$ cat config.mk
export PLATFORM = sky130hd
export DESIGN_NAME = cast_op_sequencer
export DESIGN_NICKNAME = d
export VERILOG_FILES = /design/src/rtl/cast_op_sequencer.sv
export SDC_FILE = /design/constraint.sdc
export NUM_CORES = 1
export LEC_CHECK = 0
export ABC_AREA = 1
export BUFFER_PORTS_ARGS = -buffer_cell sky130_fd_sc_hd__buf_2
export CORE_ASPECT_RATIO = 0.9
export CORE_UTILIZATION = 55
export CTS_CLUSTER_DIAMETER = 50
export DETAILED_ROUTE_END_ITERATION = 8
export GPL_TIMING_DRIVEN = 0
export PLACE_DENSITY = 0.83
export SETUP_SLACK_MARGIN = 0.5
export SLEW_MARGIN = 40
export SYNTH_ARGS = -nofsm -noshare
export SYNTH_HDL_FRONTEND = slang
export SYNTH_SLANG_ARGS = --single-unit
$ cat constraint.sdc
create_clock -name clk -period 7.1 [get_ports clk]
set_clock_uncertainty 0.15 [all_clocks]
set_input_delay 0 -clock clk [delete_from_list [all_inputs] [get_ports clk]]
set_output_delay 0 -clock clk [all_outputs]
set_load 0.05 [all_outputs]
$ cat src/rtl/cast_op_sequencer.sv
// cast_op_sequencer: runs up to four cast ops of one job through a shared
// add-and-shift unit, one op per cycle, on a valid/ready result stream.
module cast_op_sequencer #(
    parameter int unsigned W   = 4,
    parameter int unsigned EXT = W + 2,
    parameter int unsigned SHW = 3
) (
    input  logic             clk,
    input  logic             rst_n,
    input  logic             in_valid,
    output logic             in_ready,
    input  logic [2*W-1:0]   in_ops,
    input  logic [3:0]       in_mask,
    input  logic [SHW-1:0]   in_sh,
    input  logic [EXT-1:0]   in_k,
    output logic             out_valid,
    input  logic             out_ready,
    output logic [EXT-1:0]   out_data,
    output logic [1:0]       out_tag,
    output logic             out_last,
    output logic             busy
);

    typedef enum logic {
        IDLE = 1'b0,
        RUN  = 1'b1
    } state_t;

    state_t           r_state, w_state_nxt;
    logic [W-1:0]     r_s, w_s_nxt;
    logic [W-1:0]     r_u, w_u_nxt;
    logic [3:0]       r_mask, w_mask_nxt;
    logic [SHW-1:0]   r_sh, w_sh_nxt;
    logic [EXT-1:0]   r_k, w_k_nxt;
    logic             r_out_valid, w_out_valid_nxt;
    logic [EXT-1:0]   r_out_data, w_out_data_nxt;
    logic [1:0]       r_out_tag, w_out_tag_nxt;
    logic             r_out_last, w_out_last_nxt;

    logic [1:0]       w_sel;
    logic [3:0]       w_mask_rem;
    logic [W-1:0]     w_t;
    logic [EXT-1:0]   w_ext;
    logic [EXT-1:0]   w_sum;
    logic [EXT-1:0]   w_result;
    logic             w_issue;

    // Lowest set bit of the remaining mask selects the next op.
    always_comb begin
        w_sel = 2'd0;
        for (int i = 3; i >= 0; i--) begin
            if (r_mask[i]) w_sel = 2'(i);
        end
    end

    assign w_mask_rem = r_mask & ~(4'b0001 << w_sel);

    // Shared datapath: extend the selected operand, add k, logical shift right.
    always_comb begin
        w_t = W'($signed(r_s) >>> 1);
        case (w_sel)
            2'd0:    w_ext = EXT'($signed(r_u));
            2'd1:    w_ext = EXT'(r_u);
            2'd2:    w_ext = EXT'(w_t);
            default: w_ext = EXT'($signed(w_t));
        endcase
    end

    assign w_sum    = w_ext + r_k;
    assign w_result = (32'(r_sh) >= EXT) ? '0 : (w_sum >> r_sh);
    assign w_issue  = (r_state == RUN) && (!r_out_valid || out_ready);

    // Next-state, job latch and output-beat logic.
    always_comb begin
        w_state_nxt     = r_state;
        w_s_nxt         = r_s;
        w_u_nxt         = r_u;
        w_mask_nxt      = r_mask;
        w_sh_nxt        = r_sh;
        w_k_nxt         = r_k;
        w_out_valid_nxt = r_out_valid;
        w_out_data_nxt  = r_out_data;
        w_out_tag_nxt   = r_out_tag;
        w_out_last_nxt  = r_out_last;

        if (r_out_valid && out_ready) w_out_valid_nxt = 1'b0;

        case (r_state)
            IDLE: begin
                if (in_valid) begin
                    w_s_nxt    = in_ops[2*W-1:W];
                    w_u_nxt    = in_ops[W-1:0];
                    w_mask_nxt = in_mask;
                    w_sh_nxt   = in_sh;
                    w_k_nxt    = in_k;
                    if (in_mask != 4'd0) w_state_nxt = RUN;
                end
            end
            RUN: begin
                if (w_issue) begin
                    w_out_valid_nxt = 1'b1;
                    w_out_data_nxt  = w_result;
                    w_out_tag_nxt   = w_sel;
                    w_out_last_nxt  = (w_mask_rem == 4'd0);
                    w_mask_nxt      = w_mask_rem;
                    if (w_mask_rem == 4'd0) w_state_nxt = IDLE;
                end
            end
            default: w_state_nxt = IDLE;
        endcase
    end

    // State and datapath registers.
    always_ff @(posedge clk or negedge rst_n) begin
        if (!rst_n) begin
            r_state     <= IDLE;
            r_s         <= '0;
            r_u         <= '0;
            r_mask      <= '0;
            r_sh        <= '0;
            r_k         <= '0;
            r_out_valid <= 1'b0;
            r_out_data  <= '0;
            r_out_tag   <= '0;
            r_out_last  <= 1'b0;
        end else begin
            r_state     <= w_state_nxt;
            r_s         <= w_s_nxt;
            r_u         <= w_u_nxt;
            r_mask      <= w_mask_nxt;
            r_sh        <= w_sh_nxt;
            r_k         <= w_k_nxt;
            r_out_valid <= w_out_valid_nxt;
            r_out_data  <= w_out_data_nxt;
            r_out_tag   <= w_out_tag_nxt;
            r_out_last  <= w_out_last_nxt;
        end
    end

    assign in_ready  = (r_state == IDLE);
    assign busy      = (r_state == RUN);
    assign out_valid = r_out_valid;
    assign out_data  = r_out_data;
    assign out_tag   = r_out_tag;
    assign out_last  = r_out_last;

endmodule

Yosys cells after proc, flatten, opt, wreduce, memory -nomap -nowiden
Index checks and enable logic that the tools add are counted.
- output and inout port bits: 12
- word-level logic and storage cells: 48
- register bits after elaboration: 32
- input bits: 25
- $add $sub $neg: 1
- reductions and logical operators: 10
- mux-type cells: 17
- shifts and indexed selects: 2
- equal/unequal tests: 4
- bitwise gates (word level): 3
- magnitude comparators: 1
- operator list (kind ; count):
    case mux 6 bit (3 select lines) ; 1
    two-way mux 2 bit ; 4
    two-way mux 4 bit ; 2
    case mux 4 bit (2 select lines) ; 1
    two-way mux 1 bit ; 7
    adder 6 bit ; 1
    two-way mux 6 bit ; 1
    AND reduction 2 bit ; 3
    >> shifter 6 x 3 -> 6 bit ; 1
    bitwise AND 4 bit ; 1
    zero test 4 bit ; 1
    inverter 4 bit ; 1
    nonzero test 4 bit ; 1
    << shifter 1 x 2 -> 4 bit (first input constant) ; 1
    greater-or-equal comparator 3 bit (second input constant) ; 1
    equality test 2 x 1 -> 1 bit (second input constant) ; 1
    equality test 2 bit (second input constant) ; 1
    logical AND 1 bit ; 2
    zero test 2 bit ; 1
    != test 2 x 1 -> 1 bit (second input constant) ; 1
    != test 2 bit (second input constant) ; 1
    case mux 1 bit (2 select lines) ; 1
    zero test 1 bit ; 1
    logical OR 1 bit ; 1
    inverter 1 bit ; 1

Logic depth before layout (Yosys ltp)
- word-level depth: 11
- gate-level depth with buffers: 18
- gate-level depth less buffers: 18

Worst setup path after synthesis
Ideal clock, no wire load.
- kind: flip-flop to flip-flop
- from: register r_mask[3]
- to: register r_out_data[0], in the netlist out_data[0]
- library setup time: 0.120 ns
- path slack: 4.705 ns
- path buffers: 0
- clock period less this slack: 2.395 ns
- stages on the path, launching flop included: 17
- data arrival time: 2.125 ns
- data required time: 6.830 ns
- path through: dfrtp_1 > inv_2 > nand2_1 > nand2_1 > inv_1 > or2_2 > o21ai_0 > inv_1 > ha_1 > nand2_1 > o21ai_1 > xnor2_1 > inv_1 > nand2_1 > nand3_1 > a31oi_1 > nand2_1
- longest elaborated chain between the ends: 9
- elaborated cells on any way between the ends: 11
- classes of those cells: add/sub (1); eq/ne (2); shift (1); mux (6); reduce/logical (1)
- RTL lines (element ; RTL line ; RTL):
    from (decl) ; 32 ; logic [3:0] r_mask, w_mask_nxt;
    from (signal assigned) ; 130 ; r_mask <= w_mask_nxt;
    two-way mux 2 bit * (4 in a row) ; 52 ; if (r_mask[i]) w_sel = 2'(i);
    equality test 2 bit, or another cell as far along ; 61 ; case (w_sel)
    case mux 6 bit (3 select lines) * ; 61 ;
    adder 6 bit * ; 69 ; assign w_sum = w_ext + r_k;
    >> shifter 6 x 3 -> 6 bit * ; 70 ; assign w_result = (32'(r_sh) >= EXT) ? '0 : (w_sum >> r_sh);
    two-way mux 6 bit * ; 70 ;
    to (signal assigned) ; 134 ; r_out_data <= w_out_data_nxt;
    to (decl) ; 36 ; logic [EXT-1:0] r_out_data, w_out_data_nxt;
Every way passes the cells marked *; elsewhere a longest branch is shown, timed or not.
A chain may end at the register's enable or synchronous reset.

Final worst setup path
- from: register r_mask[0]
- to: register r_out_data[4], in the netlist out_data[4]
- longest elaborated chain between the ends: 6
- elaborated cells on any way between the ends: 8
- classes of those cells: add/sub (1); eq/ne (2); shift (1); mux (3); reduce/logical (1)
- RTL lines (element ; RTL line):
    two-way mux 2 bit * ; 52
    equality test 2 bit, or another cell as far along ; 61
    case mux 6 bit (3 select lines) * ; 61
    adder 6 bit * ; 69
    >> shifter 6 x 3 -> 6 bit * ; 70
    two-way mux 6 bit * ; 70
Marked as above.

==> impl_metrics.env <==
export IMPL_p_sw_uw=622
export IMPL_clk_pin_slew_ps=100
export IMPL_path_cells="nor2_2 > nand2_1 > inv_1 > nand2_1 > nand2_1 > ha_1 > inv_1 > fa_1 > o21ai_1 > xor2_1 > or2_2 > nand4_1 > nand2_1"
export IMPL_drive_gt1_share_pct=26.5
export IMPL_antenna_found_initial=0
export IMPL_ys_seq_area_share_pct=45.3
export IMPL_fp_row_count=18
export IMPL_totalWireLength_um=3670
export IMPL_status="completed"
export IMPL_routabilityCongestion=0.828
export IMPL_timing_fmax_mhz=366
export IMPL_syn_area_per_cell_um2=8.49
export IMPL_antenna_left=0
export IMPL_grt_pass1_wl_um=6220
export IMPL_cts_setup_buffers=0
export IMPL_drt_pass1_iter_count=4
export IMPL_worst_pin_slew_ps=666
export IMPL_ir_worst_vdd_mv=0.424
export IMPL_slowest_stage="dfrtp_1"
export IMPL_p_seq_share_pct=25.1
export IMPL_max_slew_margin_rel_pct=55.6
export IMPL_cpPeakStageDelay_ps=420
export IMPL_period_needed_ps=2730
export IMPL_htreeDepth=2
export IMPL_swShare_pct=50.6
export IMPL_synth_nets=233
export IMPL_clock_latency_ps=340
export IMPL_synth_edf_count=0
export IMPL_fp_dieH_um=55.0
export IMPL_critical_path_class="flop to flop"
export IMPL_finalPower_uw=1230
export IMPL_dp_hpwl_um=2510
export IMPL_drc=0
export IMPL_n_fill_cell=190
export IMPL_r2r_cells=13
export IMPL_yosysMostFrequentCell="nand2_1"
export IMPL_routed_via_density=5.05
export IMPL_yosys_top_cells_area="dfrtp_1 45%, nand2_1 11%, mux2_2 5.9%, inv_1 4.6%, ha_1 3.6%"
export IMPL_syn_inst=202
export IMPL_synth_seq_cells=31
export IMPL_wl_per_cell_um=11.9
export IMPL_cts_made_buffers=5
export IMPL_grt_usage_pct=27.0
export IMPL_ys_flop_type="dfrtp_1"
export IMPL_p_int_uw=608
export IMPL_drv_slew=0
export IMPL_via_count=1556
export IMPL_setup_violations_final=0
export IMPL_syn_area_um2=1710
export IMPL_p_per_area_nw_per_um2=549
export IMPL_drt_initial_drc_count=71
export IMPL_cts_root_buffer="clkbuf_4"
export IMPL_p_clk_share_pct=9.5
export IMPL_clk_path_buf_depth=2
export IMPL_floorplan_initialDensity_pct=59.9
export IMPL_grt_start_max_net_pins=32
export IMPL_core_area_um2=2860
export IMPL_ys_warn_count=0
export IMPL_arrival_ps=2820
export IMPL_leakage_uw=0.00117
export IMPL_nets=298
export IMPL_comb_power_share_pct=65.4
export IMPL_grt_pass1_vias=1506
export IMPL_die_w_um=60.8
export IMPL_grt_ovfl_total=0
export IMPL_hold_viol=0
export IMPL_postSynth_asyncResetShare_pct=100
export IMPL_max_cap_violations=0
export IMPL_path_max_fanout=6
export IMPL_cts_num_sinks=31
export IMPL_path_common_cell="nand2_1"
export IMPL_cts_tree="built"
export IMPL_synth_top_area_share_pct=45.3
export IMPL_portBuffers=35
export IMPL_die_area_um2=3340
export IMPL_synthTopCellsByCount="48 x nand2_1, 31 x dfrtp_1, 21 x inv_1, 16 x nor2_1"
export IMPL_rsz0062_at_grt="false"
export IMPL_required_ps=7180
export IMPL_insertedDiodeCount=0
export IMPL_area_growth_pct=30.6
export IMPL_hp_class="input pin to asynchronous set/reset pin"
export IMPL_yosysTopAreaCell="dfrtp_1"
export IMPL_ios=37
export IMPL_start_kind="flop"
export IMPL_ys_types=32
export IMPL_end_kind="flop"
export IMPL_timing_final_crit_share_pct=38.5
export IMPL_fin_tns_setup_ps=0
[layout make-up]
type                            count  area (um2)  area share, %
Sequential cell                    31         776           34.7
Multi-Input combinational cell    142         820           36.6
Tap cell                           40        50.0           2.24
Inverter                           25        93.8           4.19
Buffer                              4        25.0           1.12
Clock buffer                        8        68.8           3.07
Timing Repair Buffer               58         405           18.1
[logic make-up after synthesis]
family / share of synthesized area, %
and+or+nand+nor: 25.3
DFF: 45.3
buffers and inverters: 6.93
AOI/OAI and AO/OA: 9.12
muxes: 7.08
adders and majority gates: 4.82
xor gates and xnor gates: 1.53
[per-layer routing]
layer	up-vias	part of all wire (%)	wire length, um	global-route usage, %
li1	790	-	-	-
met2	43	47	1710	46.9
met3	8	5.1	187	6.51
met5	-	0	0	0
met4	0	1.9	69	12.5
met1	715	46	1700	31.9
[final timing paths]
path | from | end | slack [ps]
setup / recovery | r_mask[0] | out_data[4] | 4370
hold / removal | rst_n | r_k[5] | 60
setup reg to reg | r_mask[0] | out_data[4] | 4370
hold reg to reg | out_data[2] | out_data[2] | 330
max in group asynchronous | rst_n | r_s[3] | 6310
min in group clk | in_valid | r_k[3] | 90
[power by group through the flow]
stage | Combinational, uW | Clock (uW) | Sequential, uW
after floorplan | 552 | 0 | 386
after global placement | 767 | 0 | 308
after detailed placement | 785 | 0 | 311
after CTS | 801 | 120 | 308
after global routing | 911 | 128 | 317
final | 804 | 117 | 308
[worst max-delay path, delay by kind of cell (launching register included)]
kind	cells	cell delay [ps]
DFF	1	420
xor gates and xnor gates	1	130
buffers and inverters	2	180
and+or+nand+nor	7	960
adders and majority gates	2	580
AOI/OAI and AO/OA	1	190
[per-stage QoR]
| stage | setup WS, ps | cells | hold slack [ps] | utilization [%] | cell area, um2 |
|---|---|---|---|---|---|
| floorplan | 4700 | 202 | -446 | - | 1710 |
| global placement | 4460 | 277 | -74.8 | 67.8 | 1940 |
| detailed placement | 4410 | 277 | -67.7 | 67.8 | 1940 |
| CTS | 4370 | 308 | 92.3 | 78.3 | 2240 |
| global route | 4100 | 308 | 130 | 78.3 | 2240 |
| finish | 4370 | 308 | 62.5 | 78.3 | 2240 |
[placed cells by master (no fill, tap or decap), drive strengths merged, types with 2 or more instances in the layout]
master	synthesis	routed
a21oi	11	11
o211ai	3	3
nand2	54	54
dlygate4sd3	0	23
ha	5	5
inv	24	24
dfrtp	31	31
a31oi	4	4
buf	3	38
xnor2	2	2
mux2	9	9
nand4	2	2
clkbuf	1	9
or2	3	3
nor2	18	18
mux2i	2	2
nand3	15	15
o21ai	8	8
[registers in the layout, summed over array words and instances, names as in the netlist]
signal / cells
r_mask: 4
r_sh: 3
out_last: 1
busy: 1
r_s: 3
out_data: 6
out_tag: 2
r_u: 4
r_k: 6
out_valid: 1
[timing repair]
item,in CTS,in global routing
gates resized for setup,0,0
hold buffers,23,0
endpoints found under the hold margin,53,0
No activity file was read; power rests on OpenSTA's default activity.
